[config.mk]
export PLATFORM = sky130hd
export DESIGN_NAME = spi_bus_arbiter
export DESIGN_NICKNAME = d
export VERILOG_FILES = /design/src/rtl/spi_arb_pkg.sv /design/src/rtl/spi_shift_engine.sv /design/src/rtl/spi_bus_arbiter.sv
export SDC_FILE = /design/constraint.sdc
export NUM_CORES = 1
export LEC_CHECK = 0
export BUFFER_PORTS_ARGS = -buffer_cell sky130_fd_sc_hd__buf_2
export CORE_MARGIN = 2
export CORE_UTILIZATION = 45
export DETAILED_ROUTE_END_ITERATION = 12
export GPL_TIMING_DRIVEN = 1
export PLACE_DENSITY = 0.66
export SLEW_MARGIN = 20
export SYNTH_ARGS = -nofsm -noshare
export SYNTH_HDL_FRONTEND = slang
export SYNTH_SLANG_ARGS = --single-unit
[constraint.sdc]
create_clock -name sysclk -period 3.3 [get_ports sysclk]
set_clock_uncertainty 0.2 [all_clocks]
set_input_delay 0.66 -clock sysclk [delete_from_list [all_inputs] [get_ports sysclk]]
set_output_delay 0.66 -clock sysclk [all_outputs]
set_load 0.05 [all_outputs]
[src/rtl/spi_arb_pkg.sv]
// Shared types and constants for the SD/MMC SPI bus arbiter.
//   state_e : arbiter FSM states
//   owner_e : which master currently owns the bus
//   SPI_IDLE_MOSI : level driven on mosi whenever no byte is shifting
package spi_arb_pkg;

    typedef enum logic [1:0] {
        ST_IDLE,
        ST_OWNED,
        ST_SHIFT,
        ST_GAP
    } state_e;

    typedef enum logic {
        OWN_HOST,
        OWN_AMI
    } owner_e;

    localparam logic SPI_IDLE_MOSI = 1'b1;

endpackage

[src/rtl/spi_shift_engine.sv]
// SPI mode 0 byte shifter, MSB first.
// Optional macro: SPI_RAW_ACK_EN -- every sck edge waits for a spi_raw_ack
// toggle before the half-period divider restarts (and the byte only completes
// after the ack following the last edge).
// Ports:
//   sysclk, reset        clock, async active-high reset
//   start, txd           begin shifting txd (ignored while busy)
//   rxd, done            received byte, 1-cycle completion pulse
//   busy                 byte in progress
//   sck, mosi, miso      SPI pins
//   spi_raw_ack          per-edge handshake from the CPLD mux
module spi_shift_engine
    import spi_arb_pkg::*;
#(
    parameter int CLK_DIV = 4
) (
    input  logic       sysclk,
    input  logic       reset,
    input  logic       start,
    input  logic [7:0] txd,
    output logic [7:0] rxd,
    output logic       done,
    output logic       busy,
    output logic       sck,
    output logic       mosi,
    input  logic       miso,
    input  logic       spi_raw_ack
);

    localparam int CW = $clog2(CLK_DIV + 1);

    logic [CW-1:0] cnt_q;
    logic [4:0]    edge_q;
    logic [7:0]    tx_q, rx_q;
    logic          busy_q, sck_q, mosi_q, done_q, wait_q;
    logic          ack_evt;

`ifdef SPI_RAW_ACK_EN
    logic ack_q;
    always_ff @(posedge sysclk or posedge reset) begin
        if (reset) ack_q <= 1'b0;
        else       ack_q <= spi_raw_ack;
    end
    assign ack_evt = spi_raw_ack ^ ack_q;
`else
    logic unused_ack;
    assign unused_ack = spi_raw_ack;
    assign ack_evt    = 1'b0;
`endif

    always_ff @(posedge sysclk or posedge reset) begin
        if (reset) begin
            cnt_q  <= '0;
            edge_q <= '0;
            tx_q   <= '0;
            rx_q   <= '0;
            busy_q <= 1'b0;
            sck_q  <= 1'b0;
            mosi_q <= SPI_IDLE_MOSI;
            done_q <= 1'b0;
            wait_q <= 1'b0;
        end else begin
            done_q <= 1'b0;
            if (!busy_q) begin
                if (start) begin
                    // One extra setup cycle before the first rising edge.
                    busy_q <= 1'b1;
                    sck_q  <= 1'b0;
                    mosi_q <= txd[7];
                    tx_q   <= txd;
                    cnt_q  <= CW'(CLK_DIV);
                    edge_q <= '0;
                    wait_q <= 1'b0;
                end
            end else if (wait_q) begin
                if (ack_evt) begin
                    wait_q <= 1'b0;
                    if (edge_q == 5'd16) begin
                        busy_q <= 1'b0;
                        done_q <= 1'b1;
                        mosi_q <= SPI_IDLE_MOSI;
                    end else begin
                        cnt_q <= CW'(CLK_DIV - 1);
                    end
                end
            end else if (cnt_q != '0) begin
                cnt_q <= cnt_q - 1'b1;
            end else begin
                edge_q <= edge_q + 1'b1;
                sck_q  <= ~sck_q;
                if (!sck_q) begin
                    rx_q <= {rx_q[6:0], miso};
                end else begin
                    tx_q   <= {tx_q[6:0], 1'b0};
                    mosi_q <= tx_q[6];
                end
`ifdef SPI_RAW_ACK_EN
                wait_q <= 1'b1;
`else
                if (edge_q == 5'd15) begin
                    busy_q <= 1'b0;
                    done_q <= 1'b1;
                    mosi_q <= SPI_IDLE_MOSI;
                end else begin
                    cnt_q <= CW'(CLK_DIV - 1);
                end
`endif
            end
        end
    end

    assign rxd  = rx_q;
    assign done = done_q;
    assign busy = busy_q;
    assign sck  = sck_q;
    assign mosi = mosi_q;

endmodule

[src/rtl/spi_bus_arbiter.sv]
// Shares one SD/MMC SPI bus between the host CPU (h_*) and the Amiga core (a_*).
// Grants per transaction, muxes chip selects from the owner, runs byte shifts
// through spi_shift_engine. Optional macro SPI_RAW_ACK_EN (see engine).
// Ports: sysclk/reset; per side req/gnt/start/txd/cs/rxd/done; busy;
//        sck/mosi/miso/cs_n SPI pins; spi_raw_ack handshake.
//
//   state    | meaning
//   ST_IDLE  | no owner, arbitrate pending requests
//   ST_OWNED | owner holds cs, waits for start / release / timeout
//   ST_SHIFT | byte in flight, cs frozen
//   ST_GAP   | all cs_n high for CS_GAP cycles between owners
module spi_bus_arbiter
    import spi_arb_pkg::*;
#(
    parameter int CLK_DIV      = 4,
    parameter int NCS          = 3,
    parameter int CS_GAP       = 2,
    parameter int IDLE_TIMEOUT = 1024,
    parameter int HOST_PRIO    = 1
) (
    input  logic           sysclk,
    input  logic           reset,
    input  logic           h_req,
    output logic           h_gnt,
    input  logic           h_start,
    input  logic [7:0]     h_txd,
    input  logic [NCS-1:0] h_cs,
    output logic [7:0]     h_rxd,
    output logic           h_done,
    input  logic           a_req,
    output logic           a_gnt,
    input  logic           a_start,
    input  logic [7:0]     a_txd,
    input  logic [NCS-1:0] a_cs,
    output logic [7:0]     a_rxd,
    output logic           a_done,
    output logic           busy,
    output logic           sck,
    output logic           mosi,
    input  logic           miso,
    output logic [NCS-1:0] cs_n,
    input  logic           spi_raw_ack
);

    localparam int TW = $clog2(IDLE_TIMEOUT + 1);
    localparam int GW = $clog2(CS_GAP + 1);
    localparam logic [TW-1:0] TO_LOAD  = TW'(IDLE_TIMEOUT);
    localparam logic [GW-1:0] GAP_LOAD = GW'(CS_GAP - 1);

    state_e         state_q, state_d;
    owner_e         owner_q, owner_d, last_q, last_d;
    logic           revoked_q, revoked_d;
    logic [TW-1:0]  to_q, to_d;
    logic [GW-1:0]  gap_q, gap_d;
    logic [NCS-1:0] cs_frz_q, cs_frz_d;
    logic [7:0]     h_rxd_q, a_rxd_q;

    logic           own_req, oth_req, own_start, to_hit, owned, eng_start;
    logic           eng_done;
    logic [7:0]     own_txd, eng_rxd;
    logic [NCS-1:0] own_cs;

    assign own_req   = (owner_q == OWN_HOST) ? h_req   : a_req;
    assign oth_req   = (owner_q == OWN_HOST) ? a_req   : h_req;
    assign own_start = (owner_q == OWN_HOST) ? h_start : a_start;
    assign own_txd   = (owner_q == OWN_HOST) ? h_txd   : a_txd;
    assign own_cs    = (owner_q == OWN_HOST) ? h_cs    : a_cs;
    assign to_hit    = oth_req && (to_q == '0);

    always_comb begin
        state_d   = state_q;
        owner_d   = owner_q;
        last_d    = last_q;
        revoked_d = revoked_q;
        to_d      = to_q;
        gap_d     = gap_q;
        cs_frz_d  = cs_frz_q;
        eng_start = 1'b0;
        case (state_q)
            ST_IDLE: begin
                to_d = TO_LOAD;
                if (h_req || a_req) begin
                    state_d   = ST_OWNED;
                    revoked_d = 1'b0;
                    if (h_req && a_req) begin
                        // A revoked owner must not win straight back, or a
                        // timeout could never hand the bus over.
                        if (revoked_q || HOST_PRIO == 0)
                            owner_d = (last_q == OWN_HOST) ? OWN_AMI : OWN_HOST;
                        else
                            owner_d = OWN_HOST;
                    end else begin
                        owner_d = h_req ? OWN_HOST : OWN_AMI;
                    end
                end
            end
            ST_OWNED: begin
                if (!own_req || to_hit) begin
                    state_d   = ST_GAP;
                    gap_d     = GAP_LOAD;
                    last_d    = owner_q;
                    revoked_d = own_req;
                end else if (own_start) begin
                    state_d   = ST_SHIFT;
                    eng_start = 1'b1;
                    to_d      = TO_LOAD;
                    cs_frz_d  = own_cs;
                end else if (oth_req) begin
                    to_d = to_q - 1'b1;
                end
            end
            ST_SHIFT: begin
                if (eng_done) begin
                    if (own_req) begin
                        state_d = ST_OWNED;
                    end else begin
                        state_d = ST_GAP;
                        gap_d   = GAP_LOAD;
                        last_d  = owner_q;
                    end
                end
            end
            default: begin
                if (gap_q == '0) state_d = ST_IDLE;
                else             gap_d   = gap_q - 1'b1;
            end
        endcase
    end

    always_ff @(posedge sysclk or posedge reset) begin
        if (reset) begin
            state_q   <= ST_IDLE;
            owner_q   <= OWN_HOST;
            last_q    <= OWN_AMI;
            revoked_q <= 1'b0;
            to_q      <= TO_LOAD;
            gap_q     <= '0;
            cs_frz_q  <= '0;
            h_rxd_q   <= '0;
            a_rxd_q   <= '0;
        end else begin
            state_q   <= state_d;
            owner_q   <= owner_d;
            last_q    <= last_d;
            revoked_q <= revoked_d;
            to_q      <= to_d;
            gap_q     <= gap_d;
            cs_frz_q  <= cs_frz_d;
            if (h_done) h_rxd_q <= eng_rxd;
            if (a_done) a_rxd_q <= eng_rxd;
        end
    end

    spi_shift_engine #(.CLK_DIV(CLK_DIV)) u_eng (
        .sysclk      (sysclk),
        .reset       (reset),
        .start       (eng_start),
        .txd         (own_txd),
        .rxd         (eng_rxd),
        .done        (eng_done),
        .busy        (busy),
        .sck         (sck),
        .mosi        (mosi),
        .miso        (miso),
        .spi_raw_ack (spi_raw_ack)
    );

    // Grant drops in the same cycle as a release or revoke.
    assign owned  = (state_q == ST_SHIFT) || (state_q == ST_OWNED && own_req && !to_hit);
    assign h_gnt  = owned && (owner_q == OWN_HOST);
    assign a_gnt  = owned && (owner_q == OWN_AMI);
    assign h_done = eng_done && (owner_q == OWN_HOST);
    assign a_done = eng_done && (owner_q == OWN_AMI);
    assign h_rxd  = h_done ? eng_rxd : h_rxd_q;
    assign a_rxd  = a_done ? eng_rxd : a_rxd_q;

    always_comb begin
        case (state_q)
            ST_OWNED: cs_n = ~own_cs;
            ST_SHIFT: cs_n = ~cs_frz_q;
            default:  cs_n = '1;
        endcase
    end

endmodule

==> flow_metrics.py <==
metrics = {
    "floorplan": {
        "die_x_um": 90.8,
        "dieArea_um2": 8250,
        "boundaryPins": 56,
        "start_util_pct": 46.5,
        "fp.dieH_um": 90.8,
        "fp-row-count": 31,
        "core-area_um2": 7290,
    },
    "clocking": {
        "cts_buffers": 9,
        "ctsRootBufferMaster": "clkbuf_8",
        "cts.sinks": 64,
        "cts_hold_buf": 0,
        "cts_buffer_depth": 2,
        "cts_tree": "done",
        "path_clk_slew_ns": 0.07,
        "insertion_delay_ns": 0.34,
        "htreeDepth": 3,
    },
    "timing": {
        "maxSlewViolCount": 0,
        "finalSetupTns_ns": 0,
        "period_needed_ns": 3.16,
        "slew_headroom_pct": 53.8,
        "finalCritPeriodShare_pct": 95.9,
        "rsz0062_at_grt": "false",
        "final-hold-violation-count": 0,
        "setup_viol": 0,
        "max_freq_mhz": 316,
        "tightest_slew_ns": 0.692,
    },
    "routing": {
        "wl_met3_um": 269,
        "drtIter0Drc": 64,
        "via_count": 2560,
        "viasPerCell": 5.37,
        "drc": 0,
        "drtPass1Iterations": 4,
        "totalWireLength_mm": 6.85,
        "met2WireLength_mm": 3.31,
        "drtAntennaViolNets": 0,
        "wl_met1_mm": 3.20,
        "wire_per_inst_um": 14.4,
        "route.top_layer_used": "met4",
    },
    "final_layout": {
        "regArea_um2": 1610,
        "drive_above_1_share_pct": 29.9,
        "fin_nets": 415,
        "diodes": 0,
        "postLayoutCoreUtil_pct": 55.6,
        "mostFrequentLayoutCells": "dfrtp_1, buf_2, nand2_1, mux2_2, inv_1",
        "fill_cells": 667,
        "final_common_cell": "dfrtp_1",
        "syn_to_final_growth_pct": 19.5,
        "multi_input_area_um2": 1680,
    },
    "synthesis": {
        "syn_area_per_cell_um2": 10.7,
        "syn_inst": 318,
        "ys_seq_elements": 64,
        "ys_async_sr_fraction_pct": 100,
        "synthesis.nets": 359,
        "synth_edf_count": 0,
        "yosys_warnings": 0,
        "synth_area_um2": 3390,
        "synth_ff_type": "dfrtp_1",
        "yosysSeqAreaShare_pct": 47.3,
        "synth_cell_type_count": 56,
    },
    "pwr": {
        "max-vdd-ir-drop_uv": 255,
        "leakagePower_nw": 1.95,
        "p_per_area_nw_per_um2": 414,
    },
    "placement": {
        "gp_congestion": 0.849,
        "dp_hpwl_mm": 4.81,
        "port_buffers": 54,
    },
    "setup_path": {
        "reg2regPathDepth": 8,
        "crit_required_ns": 2.44,
        "end_kind": "output port",
        "reg2reg_from": "to_q[0]",
        "worstPathArrival_ns": 2.30,
        "worstReg2RegEnd": "u_eng.edge_q[4]",
        "critPathLaunch": "to_q[4]",
        "path_class": "flip-flop to output port",
        "path_max_fanout": 7,
        "rrSetupSlack_ns": 0.45,
        "start_kind": "flip-flop",
    },
    "flow_run": {
        "cap_violations": 0,
    },
    "global_route": {
        "grt_max_degree": 35,
        "overflow": 0,
        "globalRouteTotalUtil_pct": 17.8,
        "grt_pass1_wl_mm": 11.9,
        "first_global_vias": 2616,
        "grt_antenna_before_repair": 0,
    },
    "min_path": {
        "hp-class": "input port to asynchronous set/reset pin",
    },
    "status": {
        "outcome": "finished clean",
    },
}
## metal layers
| metal | vias up | track usage [%] |
|---|---|---|
| li1 | 1258 | - |
| met1 | 1248 | 23.4 |
| met2 | 45 | 28.2 |
| met3 | 9 | 6.18 |
| met4 | 0 | 4.55 |
| met5 | - | 0 |
## layout make-up
cell class | instances | area share, %
Timing Repair Buffer | 59 | 7.90
Tap cell | 99 | 3.06
Inverter | 21 | 1.95
Clock inverter | 5 | 2.59
Multi-Input combinational cell | 219 | 41.5
Sequential cell | 64 | 39.6
Clock buffer | 10 | 3.40
## worst max-delay path, stage by stage (launching register included)
cell	delay, ns
dfrtp_1	0.45
or3_1	0.56
nor4_4	0.36
o32ai_2	0.15
nor2_1	0.18
nor2b_1	0.06
buf_2	0.21
## synth_stat cells (all sizes together), types with 2 or more instances
cell type,number,share of area (%)
dfrtp,61,45
mux2,38,13
nand2,28,3.1
inv,21,2.3
o21ai,20,3.1
nor2,18,2.2
mux2i,13,3.8
a21oi,11,1.6
ha,11,4.1
clkbuf,10,1.1
nor3,7,1.0
nand2b,6,1.1
o221ai,6,1.5
nor4,5,1.3
or3,5,1.1
a22o,4,1.0
a31oi,4,0.74
buf,4,0.55
o21a,4,0.92
o31ai,4,0.89
and2,3,0.63
dfstp,3,2.3
nor2b,3,0.55
nor3b,3,0.66
o22ai,3,0.74
o41a,3,1.0
o2bb2ai,2,0.52
## through the flow
step                      cells  instance area [um^2]  setup WS [ns]  hold WS (ns)  total power [mW]
after detailed placement    462                  3780          0.357         0.274             0.865
after global placement      462                  3780          0.387         0.256             0.863
after floorplan             318                  3390          0.257         0.240             0.835
after CTS                   477                  4020         0.0449         0.237              1.70
final                       477                  4050          0.135         0.223              1.68
after global routing        477                  4050         0.0243         0.263              1.74
## where the power goes
group | switching [mW] | total, mW | internal, mW
Combinational | 0.0308 | 0.0543 | 0.0236
Sequential | 0.00475 | 0.794 | 0.789
Clock | 0.310 | 0.828 | 0.518
Total | 0.346 | 1.68 | 1.33
## cell families (layout without fill, tap and decap cells)
group,after synthesis,in the layout,synth area share [%]
DFF,64,64,47.3
and+or+nand+nor,87,87,13.8
adders and majority gates,11,11,4.06
muxes,51,51,16.6
buffers and inverters,35,95,3.98
xor gates and xnor gates,1,1,0.258
AOI/OAI and AO/OA,69,69,14.1
## worst max path at each step
stage,endpoint,depth (start not counted)
floorplan,a_gnt,7
global placement,a_gnt,8
detailed placement,a_gnt,8
CTS,a_gnt,7
global route,a_gnt,6
finish,a_gnt,6
## flip-flops by register name, summed over array words and instances, names as in the netlist
name	cells
to_q	11
a_rxd_q	8
h_rxd_q	8
u_eng.rxd	8
u_eng.tx_q	7
u_eng.edge_q	5
cs_frz_q	3
u_eng.cnt_q	3
gap_q	2
state_q	2
last_q	1
owner_q	1
revoked_q	1
u_eng.busy	1
u_eng.done	1
u_eng.mosi	1
u_eng.sck	1
## what timing repair did
item | 4_1_cts | 5_1_grt
buffers inserted | 0 | 0
pin swaps | 3 | 0
gates resized for setup | 0 | 5
setup endpoints to repair | 2 | 2
Note: power is estimated with default switching activity, not from simulation.
